<file path="src/rtl/rnd_harvest_ctrl_if.sv">
// Bank-side and consumer-side signals of the random harvest controller.
// master = controller, slave = bank mux plus word consumer.
// Backpressure: out_ready stalls the controller while it holds a finished word.
interface rnd_harvest_ctrl_if #(
  parameter int ADDR_W = 6
);
  logic              freeze_o;
  logic [ADDR_W-1:0] addr_o;
  logic [15:0]       rand_i;
  logic [15:0]       out_data;
  logic              out_valid;
  logic              out_ready;
  logic              out_stuck;
  logic [7:0]        out_count;

  modport master (
    output freeze_o,
    output addr_o,
    input  rand_i,
    output out_data,
    output out_valid,
    input  out_ready,
    output out_stuck,
    output out_count
  );

  modport slave (
    input  freeze_o,
    input  addr_o,
    output rand_i,
    input  out_data,
    input  out_valid,
    output out_ready,
    input  out_stuck,
    input  out_count
  );
endinterface

</file>
<file path="src/rtl/rnd_harvest_ctrl.sv">
// Runs, freezes and scans the random bank, folding every cell into a 16-bit pool word.
// Latency: RUN_CYCLES + RND_N*SETTLE clocks from enable to out_valid; all outputs registered.
// Backpressure: the finished word and all bank controls hold in OUT until out_ready.
module rnd_harvest_ctrl #(
  parameter int RND_N      = 34,
  parameter int ADDR_W     = $clog2(RND_N),
  parameter int RUN_CYCLES = 16,
  parameter int SETTLE     = 4
) (
  input  logic               clk,
  input  logic               rst_n,
  input  logic               enable,
  output logic               busy,
  rnd_harvest_ctrl_if.master bus
);

  localparam int RUN_W = (RUN_CYCLES > 1) ? $clog2(RUN_CYCLES) : 1;
  localparam int SET_W = $clog2(SETTLE);

  localparam logic [RUN_W-1:0]  RUN_LOAD    = RUN_W'(RUN_CYCLES - 1);
  localparam logic [SET_W-1:0]  SETTLE_LOAD = SET_W'(SETTLE - 1);
  localparam logic [ADDR_W-1:0] ADDR_LAST   = ADDR_W'(RND_N - 1);

  typedef enum logic [1:0] {
    IDLE = 2'd0,
    RUN  = 2'd1,
    HOLD = 2'd2,
    OUT  = 2'd3
  } state_t;

  state_t            state;
  logic [RUN_W-1:0]  run_cnt;
  logic [SET_W-1:0]  settle_cnt;
  logic [ADDR_W-1:0] addr_q;
  logic              freeze_q;
  logic [15:0]       pool;
  logic [15:0]       ref_word;
  logic              stuck_acc;
  logic [15:0]       data_q;
  logic              stuck_q;
  logic [7:0]        count_q;
  logic              valid_q;

  logic [15:0] pool_nxt;
  logic        first_sample;
  logic        stuck_nxt;

  // The first sample is the reference; every later one is compared against it.
  assign pool_nxt     = {pool[14:0], pool[15]} ^ bus.rand_i;
  assign first_sample = (addr_q == '0);
  assign stuck_nxt    = first_sample ? 1'b0 : (stuck_acc | (bus.rand_i != ref_word));

  always_ff @(posedge clk or negedge rst_n) begin
    if (!rst_n) begin
      state      <= IDLE;
      run_cnt    <= '0;
      settle_cnt <= '0;
      addr_q     <= '0;
      freeze_q   <= 1'b0;
      pool       <= '0;
      ref_word   <= '0;
      stuck_acc  <= 1'b0;
      data_q     <= '0;
      stuck_q    <= 1'b0;
      count_q    <= '0;
      valid_q    <= 1'b0;
      busy       <= 1'b0;
    end else begin
      case (state)
        IDLE: begin
          freeze_q <= 1'b0;
          addr_q   <= '0;
          if (enable) begin
            state   <= RUN;
            run_cnt <= RUN_LOAD;
            busy    <= 1'b1;
          end
        end

        RUN: begin
          if (run_cnt == '0) begin
            state      <= HOLD;
            freeze_q   <= 1'b1;
            addr_q     <= '0;
            pool       <= '0;
            settle_cnt <= SETTLE_LOAD;
          end else begin
            run_cnt <= run_cnt - 1'b1;
          end
        end

        HOLD: begin
          if (settle_cnt == '0) begin
            pool      <= pool_nxt;
            stuck_acc <= stuck_nxt;
            if (first_sample) begin
              ref_word <= bus.rand_i;
            end
            if (addr_q == ADDR_LAST) begin
              state    <= OUT;
              freeze_q <= 1'b0;
              addr_q   <= '0;
              data_q   <= pool_nxt;
              stuck_q  <= ~stuck_nxt;
              count_q  <= count_q + 8'd1;
              valid_q  <= 1'b1;
            end else begin
              addr_q     <= addr_q + 1'b1;
              settle_cnt <= SETTLE_LOAD;
            end
          end else begin
            settle_cnt <= settle_cnt - 1'b1;
          end
        end

        OUT: begin
          freeze_q <= 1'b0;
          addr_q   <= '0;
          if (bus.out_ready) begin
            valid_q <= 1'b0;
            if (enable) begin
              state   <= RUN;
              run_cnt <= RUN_LOAD;
            end else begin
              state <= IDLE;
              busy  <= 1'b0;
            end
          end
        end

        default: begin
          state    <= IDLE;
          freeze_q <= 1'b0;
          addr_q   <= '0;
          valid_q  <= 1'b0;
          busy     <= 1'b0;
        end
      endcase
    end
  end

  assign bus.freeze_o  = freeze_q;
  assign bus.addr_o    = addr_q;
  assign bus.out_data  = data_q;
  assign bus.out_valid = valid_q;
  assign bus.out_stuck = stuck_q;
  assign bus.out_count = count_q;

endmodule
</file>
<file path="src/flat_wrapper.sv">
// flat-port wrapper written by rule: the top's interface ports become plain ports
module rnd_harvest_ctrl_flat 
#(
  parameter int RND_N      = 34,
  parameter int ADDR_W     = $clog2(RND_N),
  parameter int RUN_CYCLES = 16,
  parameter int SETTLE     = 4
)
  (clk, rst_n, enable, busy, bus_freeze_o, bus_addr_o, bus_rand_i, bus_out_data, bus_out_valid, bus_out_ready, bus_out_stuck, bus_out_count);
  rnd_harvest_ctrl_if #(.ADDR_W(ADDR_W)) bus_i ();
  input  logic clk;
  input  logic rst_n;
  input  logic enable;
  output logic busy;
  output wire logic [$bits(bus_i.freeze_o)-1:0] bus_freeze_o;
  output wire logic [$bits(bus_i.addr_o)-1:0] bus_addr_o;
  input wire logic [$bits(bus_i.rand_i)-1:0] bus_rand_i;
  output wire logic [$bits(bus_i.out_data)-1:0] bus_out_data;
  output wire logic [$bits(bus_i.out_valid)-1:0] bus_out_valid;
  input wire logic [$bits(bus_i.out_ready)-1:0] bus_out_ready;
  output wire logic [$bits(bus_i.out_stuck)-1:0] bus_out_stuck;
  output wire logic [$bits(bus_i.out_count)-1:0] bus_out_count;
  assign bus_freeze_o = bus_i.freeze_o;
  assign bus_addr_o = bus_i.addr_o;
  assign bus_i.rand_i = bus_rand_i;
  assign bus_out_data = bus_i.out_data;
  assign bus_out_valid = bus_i.out_valid;
  assign bus_i.out_ready = bus_out_ready;
  assign bus_out_stuck = bus_i.out_stuck;
  assign bus_out_count = bus_i.out_count;
  rnd_harvest_ctrl #(.RND_N(RND_N), .ADDR_W(ADDR_W), .RUN_CYCLES(RUN_CYCLES), .SETTLE(SETTLE)) u_core (.clk(clk), .rst_n(rst_n), .enable(enable), .busy(busy), .bus(bus_i));
endmodule
</file>
<file path="config.mk">
export PLATFORM = sky130hd
export DESIGN_NAME = rnd_harvest_ctrl_flat
export DESIGN_NICKNAME = d
export VERILOG_FILES = /design/src/rtl/rnd_harvest_ctrl_if.sv /design/src/rtl/rnd_harvest_ctrl.sv /design/src/flat_wrapper.sv
export SDC_FILE = /design/constraint.sdc
export NUM_CORES = 1
export LEC_CHECK = 0
export BUFFER_PORTS_ARGS = -buffer_cell sky130_fd_sc_hd__buf_2
export CAP_MARGIN = 10
export CORE_MARGIN = 2
export CORE_UTILIZATION = 45
export DETAILED_ROUTE_END_ITERATION = 16
export GPL_TIMING_DRIVEN = 0
export HOLD_SLACK_MARGIN = 0.05
export PLACE_DENSITY = 0.71
export SYNTH_ARGS = -nofsm -noshare
export SYNTH_HDL_FRONTEND = slang
export SYNTH_SLANG_ARGS = --single-unit
export TNS_END_PERCENT = 30
</file>
<file path="constraint.sdc">
create_clock -name clk -period 3.7 [get_ports clk]
set_input_delay 0.925 -clock clk [delete_from_list [all_inputs] [get_ports clk]]
set_output_delay 0.925 -clock clk [all_outputs]
set_load 0.01 [all_outputs]
</file>
==> After elaboration in Yosys (flattened, before gate mapping) <==
Index checks and enable logic that the tools add are counted.
{ "totals": {"regBits": 75, "wordCells": 88} }
{ "op_classes": {"add_sub_neg": 4, "eq_ne": 13, "mux": 35, "bitwise": 3, "reduce_logical": 20} }
{ "op_table": {"columns": ["operator", "count"], "rows": [
  ["16-bit two-way mux", 2],
  ["16-bit case mux with 2 select lines", 1],
  ["6-bit two-way mux", 3],
  ["6-bit case mux with 3 select lines", 1],
  ["3-bit AND reduction", 6],
  ["2-bit two-way mux", 8],
  ["16-bit inequality test", 1],
  ["16-bit bitwise XOR", 1],
  ["4-bit two-way mux", 3],
  ["4-bit case mux with 3 select lines", 1],
  ["1-bit two-way mux", 11],
  ["8-bit by 1-bit adder with 8-bit output, second input constant", 1],
  ["2-bit inequality test, second input constant", 4],
  ["2-bit case mux with 4 select lines", 1],
  ["4-bit AND reduction", 2],
  ["6-bit by 1-bit adder with 6-bit output, second input constant", 1],
  ["6-bit equality test, second input constant", 1],
  ["6-bit logical NOT", 1],
  ["2-bit by 1-bit inequality test with 1-bit output, second input constant", 3],
  ["2-bit nonzero test", 3],
  ["5-bit AND reduction", 1],
  ["2-bit equality test, second input constant", 2],
  ["2-bit logical NOT", 2],
  ["4-bit logical NOT", 1],
  ["12 further kinds", 14]
]} }

==> Longest topological paths before layout <==
Gate-level depths: netlist of run 1.
{ "depth": {"depth_word": 4, "depth_mapped": 8, "ltp_nobuf": 6} }

==> Worst setup path before layout of run 1 <==
No wires, ideal clock.
{ "synth_timing": {"path_type": "flip-flop to flip-flop", "startpoint": "register u_core.state[0]", "endpoint": "register u_core.ref_word[10]", "arrival_ns": 2.127, "t_required_ns": 3.575, "slack_ns": 1.448, "stages_incl_launch_ff": 8, "period_less_slack_ns": 2.252, "cell_sequence": "dfrtp_1 inv_1 ha_1 clkbuf_1 nand2_1 nor4b_4 buf_6 mux2_2"} }
{ "synth_between": {"elab_chain_len": 2} }
{ "synth_lines": {"columns": ["item", "line_no", "text"], "rows": [
  ["from (decl)", "rnd_harvest_ctrl.sv:31", "state_t state;"],
  ["from (signal assigned)", "rnd_harvest_ctrl.sv:55", "state <= IDLE;"],
  ["from (signal assigned)", "rnd_harvest_ctrl.sv:74", "state <= RUN;"],
  ["from (signal assigned)", "rnd_harvest_ctrl.sv:82", "state <= HOLD;"],
  ["2-bit equality test", "rnd_harvest_ctrl.sv:69", "case (state)"],
  ["3-bit AND reduction (no line)", null, null],
  ["to (signal assigned)", "rnd_harvest_ctrl.sv:97", "ref_word <= bus.rand_i;"],
  ["to (decl)", "rnd_harvest_ctrl.sv:37", "logic [15:0] ref_word;"]
]} }
No other way between the ends.
A chain may end at the register's enable or synchronous reset.

==> Worst setup path in the final report of run 1 <==
{ "layout_timing": {"startpoint": "register u_core.state[0]", "endpoint": "register u_core.ref_word[6]"} }
The elaborated chain is that of the path after synthesis.

==> summary.txt, run 1 <==
Status -> finished clean
PnR worst setup slack -> 0.8789 ns
Cell Pwr Density -> 529.0 nW/um2
GP Congestion -> 0.8063
Setup TNS -> 0 ns
Most frequent cells in the layout -> 75 x dfrtp_1, 57 x buf_2, 56 x nor2_1
Finish-stage setup viols -> 0
Cell Chain, Critical Path -> inv_1, ha_1, clkbuf_1, nand2_1, nor4b_4, buf_6, mux2_2
Maximum VDD drop -> 0.1997 mV
Layout area overhead -> 16.22%
Worst min path class -> in -> async
Area of the core -> 7727 um2
Max Slew Vio Count -> 0
Drt total wl -> 7.312 mm
Initial antenna violation count -> 0
Fmax -> 354.5 MHz
Synth Register Bits -> 75
Critical Path RT -> 3.93 ns
Initial DRC count -> 137
Crit path max fanout -> 10
EDFF count, synth -> 0
Clk_lat worst skew -> 0.34 ns
Synth warn -> 0
CP max-delay cell -> nor4b_4
Multi-input logic area -> 1602 um2
Synth area leader -> dfrtp_1
Root Buffer -> clkbuf_8
Pre-antenna DRT Iters -> 4
Synth area leaders -> dfrtp_1 52%, xor2_1 7.3%, mux2_2 6.0%
DR DRC count -> 0
H-tree levels -> 3
Hold buffers post-CTS -> 0
Static leakage -> 2.077 nW
CTS tree -> yes
Dpl hpwl -> 5.257 mm
Routed Antenna Nets -> 0
Total GRT Usage -> 0.1808
Clock sinks -> 75
Initial Utilization -> 0.4631
Seq/Total Area, Yosys -> 0.5245
Count of different cell masters after synthesis -> 40
Final Hold Viols -> 0
Setup Crit Path Kind -> reg -> reg
GRT overflow -> 0
Setup Buffers After CTS -> 0
Mapped Area -> 3578 um2
Die area -> 8682 um2
Max clock buf depth -> 2
Yosys top cell area share -> 0.5245
Post-place setup slack -> 0.9184 ns
Row count -> 32
Inserted Clock Buffers -> 9
FF+latch area -> 1877 um2
Clk pin slew, worst setup/hold paths -> 0.08 ns
Layout Skew -> 0.01536 ns
RSZ-0062 raised after global routing -> false
Vias per cell -> 5.267
Syn_area_per_cell -> 10.94 um2
Period utilization -> 0.7625
Cells after synthesis -> 327
Die H -> 93.18 um
Pin count of the biggest net entering global routing -> 65
First-pass GRT wire length -> 12.24 mm
Layout cell share with drive strength beyond 1 -> 0.2500
Commonest non-fill, non-tap cell in the layout -> dfrtp_1
Vias in the first global route -> 2607
Max capacitance violation total -> 0
Die width -> 93.18 um
Crit. End Element -> register
Crit path arrival time -> 3.05 ns
Nets -> 424
WL per Instance -> 14.68 um
Post_cts resized -> 0
Ports -> 54
Worst setup SP type -> register
Crit-path max cell delay -> 0.72 ns
Antenna Cells -> 0
Async SR Flop Fraction -> 1.000
Normalized max-slew margin -> 0.5138
Tightest Pin Transition -> 0.7262 ns
Filler instances -> 718
Most used DFF post-synth -> dfrtp_1
Synthesized net count -> 359
Vias -> 2623
Minimum clock period -> 2.821 ns
I/O Buffers -> 53
==> logic make-up after synthesis <==
kind of cell               share of synthesized area
AOI/OAI and AO/OA                             0.1126
and+or+nand+nor                               0.1378
adders and majority gates                    0.04196
muxes                                        0.05979
DFF                                           0.5245
buffers and inverters                        0.02797
xor gates and xnor gates                     0.09546
==> layer usage <==
layer	up-vias	global-route usage	routed length, um
met1	1312	0.2415	3405
met5	-	0	0
met4	0	0.07353	57
met3	4	0.03384	323
li1	1251	-	-
met2	56	0.2917	3526
==> metrics by stage <==
stage / area (um2) / hold WS, ns / std cells / power (W) / util
after floorplan: 3578 / 0.4853 / 327 / 0.001470 / -
after global placement: 3971 / 0.4562 / 482 / 0.001645 / 0.5139
after detailed placement: 4001 / 0.4622 / 483 / 0.001679 / 0.5178
after CTS: 4159 / 0.4099 / 498 / 0.002222 / 0.5382
after global routing: 4159 / 0.4068 / 498 / 0.002344 / 0.5382
final: 4159 / 0.4143 / 498 / 0.002200 / 0.5382
==> critical path: cells and delay by family, from the launching register on <==
kind                       cells  cell delay, ns
and+or+nand+nor                2            0.99
DFF                            1            0.42
buffers and inverters          3            0.75
adders and majority gates      1            0.19
muxes                          1            0.34
==> sequential cells by signal, summed over array words and instances (netlist names) <==
signal,count
u_core.bus.out_data,16
u_core.pool,16
u_core.ref_word,16
u_core.bus.out_count,8
u_core.bus.addr_o,6
u_core.run_cnt,4
u_core.settle_cnt,2
u_core.state,2
u_core.bus.freeze_o,1
u_core.bus.out_stuck,1
u_core.bus.out_valid,1
u_core.busy,1
u_core.stuck_acc,1
==> power breakdown <==
part	internal (W)	switching, W	leakage (nW)
logic	0.000275	0.000395	1.03
clock network	0.000235	0.000304	0.0884
registers	0.000918	0.0000737	0.959
total	0.00143	0.000773	2.08
==> final cells by class <==
cell class / instances / area share
Sequential cell: 75 / 0.4513
Multi-Input combinational cell: 231 / 0.3851
Timing Repair Buffer: 54 / 0.07100
Tap cell: 102 / 0.03069
Clock buffer: 9 / 0.02978
Buffer: 10 / 0.01414
Inverter: 11 / 0.009928
Clock inverter: 6 / 0.008123
==> cells in the mapped netlist, types with 4 or more instances <==
cell type and n:
dfrtp_1 75, nor2_1 56, xor2_1 30, mux2_2 19, a22o_1 17, nand2_1 14
ha_1 12, inv_1 11, a21oi_1 10, nand3_1 9, o21ai_0 9, xnor2_1 9
buf_2 5, nor3_1 5, nor4_1 4, or3_1 4
==> path summary, 6_finish.rpt <==
| kind | from | end | slack (ns) | cells after the start |
|---|---|---|---|---|
| max | u_core.state[0] | u_core.ref_word[6] | 0.88 | 7 |
| min | rst_n | u_core.busy | 0.41 | 1 |
| max reg2reg | u_core.state[0] | u_core.ref_word[6] | 0.88 | 7 |
| min reg2reg | u_core.bus.out_stuck | u_core.bus.out_stuck | 0.48 | 2 |
| max in group asynchronous | rst_n | u_core.bus.out_data[1] | 2.72 | 2 |
| min in group clk | u_core.bus.out_stuck | u_core.bus.out_stuck | 0.48 | 2 |
No activity file was read; power rests on OpenSTA's default activity.
==> run 2, diff against run 1 <==
==> constraint.sdc (replaced) <==
create_clock -name clk -period 2.8 [get_ports clk]
set_input_delay 0.7 -clock clk [delete_from_list [all_inputs] [get_ports clk]]
set_output_delay 0.7 -clock clk [all_outputs]
set_load 0.01 [all_outputs]
==> run 2 against run 1 <==
Net effect: non-clock buffer count rose by 4; cell area increased by 0.72%; power is 32% higher; sequential share of layout area is 0.32 points lower; highest routed layer unchanged; largest power group unchanged; worst setup slack worse by 0.62 ns; cell count grew 0.80%; critical endpoint is now u_core.bus.out_count[7]; clock skew fell by 0.00068 ns; core utilization grew 0.39 points; critical path depth stayed put.
==> summary.txt, run 2 (synthesized netlist as in run 1, its figures left out) <==
Worst r2r path cells -> 7 (unchanged)
Maximum VDD drop -> 0.2637 mV (+32%)
Switching power -> 0.001022 W (+32%)
Worst setup SP type -> register
Die H -> 93.18 um (unchanged)
I/O Buffers -> 53 (unchanged)
Power, Total -> 0.002910 W (+32%)
Initial antenna violation count -> 0 (unchanged)
Filler instances -> 715 (-0.42%)
Crit. path cell count -> 7 (unchanged)
GP Congestion -> 0.8063 (unchanged)
Layout Skew -> 0.01467 ns (-0.0006834 ns)
Clock sinks -> 75 (unchanged)
Ports -> 54 (unchanged)
Crit. End Element -> register
Minimum clock period -> 2.537 ns (-0.2846 ns)
Buffers plus inverters on the worst setup path -> 2 (-1)
Inserted Clock Buffers -> 9 (unchanged)
WL per Instance -> 14.63 um (-0.38%)
Crit path max fanout -> 10 (unchanged)
Pre-antenna DRT Iters -> 4 (unchanged)
Finish-stage setup viols -> 0 (unchanged)
Crit-path max cell delay -> 0.68 ns (-0.04 ns)
First-pass GRT wire length -> 12.24 mm (unchanged)
Total GRT Usage -> 0.1808 (unchanged)
CTS tree -> yes
Max Slew Vio Count -> 0 (unchanged)
Setup Crit Path Kind -> reg -> reg
Dpl hpwl -> 5.257 mm (unchanged)
Drt total wl -> 7.343 mm (+0.42%)
Layout cell share with drive strength beyond 1 -> 0.2575 (+0.007500)
Normalized max-slew margin -> 0.5409 (+0.02706)
DR DRC count -> 0 (unchanged)
Clk pin slew, worst setup/hold paths -> 0.08 ns (about the same)
Die width -> 93.18 um (unchanged)
Net Sw Frac -> 0.3513 (about the same)
Vias in the first global route -> 2607 (unchanged)
H-tree levels -> 3 (unchanged)
Post_cts resized -> 0 (unchanged)
Pin count of the biggest net entering global routing -> 65 (unchanged)
Row count -> 32 (unchanged)
RSZ-0062 raised after global routing -> false
Commonest non-fill, non-tap cell in the layout -> dfrtp_1
Placed insts -> 483 (unchanged)
Root Buffer -> clkbuf_8
Nets -> 428 (+0.94%)
Cell Pwr Density -> 694.8 nW/um2 (+31%)
Vias per cell -> 5.233 (-0.65%)
Clk pwr share -> 0.245 (about the same)
Max clock buf depth -> 2 (unchanged)
Cell Chain, Critical Path -> inv_1, ha_1, clkbuf_1, nand2_1, nor4_1, nand3_1, xnor2_1
Static leakage -> 2.099 nW (+1.1%)
Critical Path RT -> 3.03 ns (-0.90 ns)
GRT overflow -> 0 (unchanged)
Initial DRC count -> 130 (-5.1%)
Pint -> 0.001888 W (+32%)
Max capacitance violation total -> 0 (unchanged)
Status -> finished clean
Period utilization -> 0.9059 (+0.1434)
Initial Utilization -> 0.4631 (unchanged)
Area of the core -> 7727 um2 (unchanged)
Antenna Cells -> 0 (unchanged)
Clk_lat worst skew -> 0.34 ns (about the same)
Setup TNS -> 0 ns (unchanged)
Vias -> 2627 (+0.15%)
Crit path arrival time -> 2.76 ns (-0.29 ns)
CP max-delay cell -> nor4_1
Routed Antenna Nets -> 0 (unchanged)
Die area -> 8682 um2 (unchanged)
Layout area overhead -> 17.06%
Tightest Pin Transition -> 0.6824 ns (-0.04381 ns)
Final Hold Viols -> 0 (unchanged)
Fmax -> 394.2 MHz (+11%)
Hold buffers post-CTS -> 0 (unchanged)
Most frequent cells in the layout -> 75 x dfrtp_1, 57 x buf_2, 56 x nor2_1
Delay-heaviest family, CP -> simple AND/OR/NAND/NOR gates
Worst hold slack -> 0.1906 ns (-0.2237 ns)
Worst min path class -> in -> async
Flop pwr share -> 0.450 (about the same)
Post-route non-filler standard cell count -> 502 (+0.80%)
Combinational share of power -> 0.305 (about the same)
==> run 2: changes by cell type in the layout (fill, tap and decap cells not counted) <==
cell   previous run  this run
buf_4             1         5
==> run 2: final timing paths <==
path / start / to / slack, ns
worst max-delay path: u_core.state[0] / u_core.bus.out_count[7] / 0.26
worst min-delay path: rst_n / u_core.busy / 0.19
worst max register to register: u_core.state[0] / u_core.bus.out_count[7] / 0.26
worst min register to register: u_core.bus.out_stuck / u_core.bus.out_stuck / 0.48
max in group asynchronous: rst_n / u_core.bus.out_data[1] / 2.04
min in group clk: u_core.bus.out_stuck / u_core.bus.out_stuck / 0.48
==> run 2: cell type report <==
type,count,area [um2],share of cell area
plain buffers,10,58.81,0.01404
clock buffers,9,123.9,0.02957
clock inverters,6,33.78,0.008065
inverters,11,41.29,0.009857
multi-input cells,231,1602,0.3823
flip-flops and latches,75,1877,0.4480
well taps,102,127.6,0.03047
repair buffers,58,325.3,0.07766
==> run 2: stage by stage <==
stage / instance area [um2] / worst slack, ns / util
after floorplan: 3578 / 0.5483 / -
after global placement: 3971 / 0.06159 / 0.5139
after detailed placement: 4001 / 0.01838 / 0.5178
after CTS: 4159 / 0.02664 / 0.5382
after global routing: 4189 / 0.03509 / 0.5421
final: 4189 / 0.2635 / 0.5421
==> run 2: layer usage <==
layer  GRT usage  share of wire  vias up
met1      0.2415           0.46     1315
met5           0              0        -
met4     0.07353         0.0078        0
met2      0.2917           0.48       48
li1            -              -     1260
met3     0.03384          0.046        4
==> run 2: timing repair <==
action,CTS,global route
pin swaps,1,1
hold endpoints to repair,0,0
buffers inserted,0,4
setup endpoints to repair,8,9
==> run 2: power by group through the flow <==
stage | Clock (W) | Sequential [W] | Combinational [W]
final | 0.000712 | 0.00131 | 0.000889
after global routing | 0.000777 | 0.00133 | 0.000991
after detailed placement | 0 | 0.00133 | 0.000888
after global placement | 0 | 0.00132 | 0.000853
after CTS | 0.000736 | 0.00131 | 0.000889
after floorplan | 0 | 0.00133 | 0.000613
==> run 3, diff against run 2 <==
--- a/config.mk
+++ b/config.mk
@@ -8,11 +8,11 @@
 export BUFFER_PORTS_ARGS = -buffer_cell sky130_fd_sc_hd__buf_2
 export CAP_MARGIN = 10
 export CORE_MARGIN = 2
-export CORE_UTILIZATION = 45
+export CORE_UTILIZATION = 30
 export DETAILED_ROUTE_END_ITERATION = 16
 export GPL_TIMING_DRIVEN = 0
 export HOLD_SLACK_MARGIN = 0.05
-export PLACE_DENSITY = 0.71
+export PLACE_DENSITY = 0.53
 export SYNTH_ARGS = -nofsm -noshare
 export SYNTH_HDL_FRONTEND = slang
 export SYNTH_SLANG_ARGS = --single-unit
==> run 3 against run 2 <==
Net effect: the run now ends with DRC left; power is 16% higher; worst setup slack better by 0.026 ns; global-route usage decreased by 5.0 points; non-clock buffer count decreased by 2; cell count rose by 8.0%; sequential share of layout area decreased by 1.8 points; sequential power about the same; combinational power about the same; wire length is 6.8% higher.
==> summary.txt, run 3 (synthesized netlist as in run 1, its figures left out) <==
Status -> finished with violations
Violations in the final reports -> DRC
Normalized max-slew margin -> 0.5727 (+0.03179)
Combinational share of power -> 0.264 (-0.041)
Cell Area, Placed -> 4053 um2 (+1.3%)
Layout area overhead -> 22.10%
Crit path arrival time -> 2.73 ns (-0.03 ns)
Nets -> 426 (-0.47%)
Dpl hpwl -> 5.716 mm (+8.7%)
CP max-delay cell -> or3_1
Clk_lat worst skew -> 0.34 ns (about the same)
Setup Crit Path Kind -> reg -> reg
First-pass GRT wire length -> 13.27 mm (+8.4%)
Period utilization -> 0.8967 (-0.009243)
Cell Pwr Density -> 772.1 nW/um2 (+11%)
GP Congestion -> 0.7893 (-2.1%)
Vias in the first global route -> 2630 (+0.88%)
FF+latch area -> 1877 um2 (unchanged)
Antenna Cells -> 0 (unchanged)
WL per Instance -> 14.46 um (-1.1%)
Final instance area -> 4369 um2 (+4.3%)
Max Slew Vio Count -> 0 (unchanged)
GRT overflow -> 0 (unchanged)
Inserted Clock Buffers -> 9 (unchanged)
Root Buffer -> clkbuf_16
Critical Path RT -> 3.02 ns (about the same)
Worst hold slack -> 0.2822 ns (+0.09163 ns)
Clk pwr share -> 0.348 (+0.103)
Die H -> 113.2 um (+22%)
Layout Skew -> 0.006611 ns (-0.008063 ns)
Layout cell share with drive strength beyond 1 -> 0.2531 (-0.004367)
Final Hold Viols -> 0 (unchanged)
Setup TNS -> 0 ns (unchanged)
Crit-path max cell delay -> 0.46 ns (-0.22 ns)
Ports -> 54 (unchanged)
Net Sw Frac -> 0.3249 (-0.02637)
Die width -> 113.2 um (+22%)
Area of the core -> 11520 um2 (+49%)
Drt total wl -> 7.840 mm (+6.8%)
Die area -> 12820 um2 (+48%)
Setup Buffers After CTS -> 2 (+2)
DR DRC count -> 2 (+2)
Routed Antenna Nets -> 0 (unchanged)
Switching power -> 0.001096 W (+7.2%)
Post-place setup slack -> -0.03105 ns (-0.04943 ns)
Vias -> 2588 (-1.5%)
Final core occ -> 0.3794 (-0.1627)
Worst setup SP type -> register
I/O Buffers -> 53 (unchanged)
Fmax -> 398.3 MHz (+1.0%)
Worst r2r path cells -> 8 (+1)
Initial DRC count -> 105 (-19%)
Post_cts resized -> 0 (unchanged)
Pin count of the biggest net entering global routing -> 51 (-22%)
Initial antenna violation count -> 0 (unchanged)
Vias per cell -> 4.775 (-8.8%)
Maximum VDD drop -> 0.3670 mV (+39%)
Max clock buf depth -> 2 (unchanged)
Finish-stage setup viols -> 0 (unchanged)
Most frequent cells in the layout -> 75 x dfrtp_1, 57 x buf_2, 56 x nor2_1
Flop pwr share -> 0.389 (-0.061)
PnR worst setup slack -> 0.2894 ns (+0.02588 ns)
CTS tree -> yes
Commonest non-fill, non-tap cell in the layout -> dfrtp_1
Clock sinks -> 75 (unchanged)
Filler instances -> 1179 (+65%)
Pint -> 0.002277 W (+21%)
H-tree levels -> 3 (unchanged)
Minimum clock period -> 2.511 ns (-0.02588 ns)
Clk pin slew, worst setup/hold paths -> 0.06 ns (-0.02 ns)
Row count -> 39 (+22%)
Worst min path class -> in -> async
Static leakage -> 2.143 nW (+2.1%)
Hold buffers post-CTS -> 0 (unchanged)
Crit path max fanout -> 10 (unchanged)
Total GRT Usage -> 0.1313 (-0.04951)
RSZ-0062 raised after global routing -> false
Crit. End Element -> register
Initial Utilization -> 0.3107 (-0.1523)
Pre-antenna DRT Iters -> 10 (+6)
Multi-input logic area -> 1602 um2 (unchanged)
Tightest Pin Transition -> 0.6351 ns (-0.04724 ns)
Cell Chain, Critical Path -> inv_1, ha_1, clkbuf_1, nand2_1, or3_1, clkbuf_1, nor2_1, nor2_1
Max capacitance violation total -> 0 (unchanged)
## run 3: cell types whose count changed in the layout (fill, tap and decap cells not counted), sizes merged
cell | before | now
buf | 65 | 63
clkinvlp | 0 | 1
clkinv | 6 | 2
clkbuf | 12 | 13
inv | 11 | 13
bufinv | 0 | 1
## run 3: final cells by class
class | count | area share
clock buffer | 10 | 0.05241
sequential | 75 | 0.4296
multi-input combinational | 231 | 0.3666
inverter | 11 | 0.009450
clock inverter | 6 | 0.01661
timing repair buffer | 56 | 0.07102
buffer | 10 | 0.01346
tap | 143 | 0.04095
## run 3: worst paths after layout
path	startpoint	to	slack, ns
setup reg to reg	u_core.state[0]	u_core.bus.out_data[6]	0.29
min in group clk	u_core.bus.out_count[7]	u_core.bus.out_count[7]	0.48
setup / recovery	u_core.state[0]	u_core.bus.out_data[6]	0.29
max in group asynchronous	rst_n	u_core.bus.addr_o[2]	1.95
hold / removal	rst_n	u_core.pool[4]	0.28
hold reg to reg	u_core.bus.out_count[7]	u_core.bus.out_count[7]	0.48
## run 3: worst max-delay path: cells and delay by family (launching register included)
| family | cells | cell delay, ns |
|---|---|---|
| buffers and inverters | 3 | 0.78 |
| adder cells (fa/ha/maj) | 1 | 0.19 |
| flip-flops | 1 | 0.42 |
| AND/OR/NAND/NOR | 4 | 1.01 |
## run 3: metrics by stage
step	power (W)	cells
after floorplan	0.001943	327
after global placement	0.002201	523
after detailed placement	0.002229	524
after CTS	0.003419	542
after global routing	0.003605	542
final	0.003374	542
## run 3: power by group through the flow
| stage | Combinational, W | Sequential, W | Clock [W] |
|---|---|---|---|
| 2_1_floorplan | 0.000613 | 0.00133 | 0 |
| 3_3_place_gp | 0.000876 | 0.00132 | 0 |
| 3_5_place_dp | 0.000897 | 0.00133 | 0 |
| 4_1_cts | 0.000903 | 0.00131 | 0.00120 |
| 5_1_grt | 0.00102 | 0.00133 | 0.00126 |
| 6_report | 0.000889 | 0.00131 | 0.00117 |
## run 3: routing by layer
layer | vias to the layer above | track usage | wire (um)
met5 | - | 0 | 0
met4 | 0 | 0.03902 | 74
met3 | 8 | 0.03856 | 341
met2 | 48 | 0.2048 | 3605
met1 | 1272 | 0.1774 | 3818
li1 | 1260 | - | -
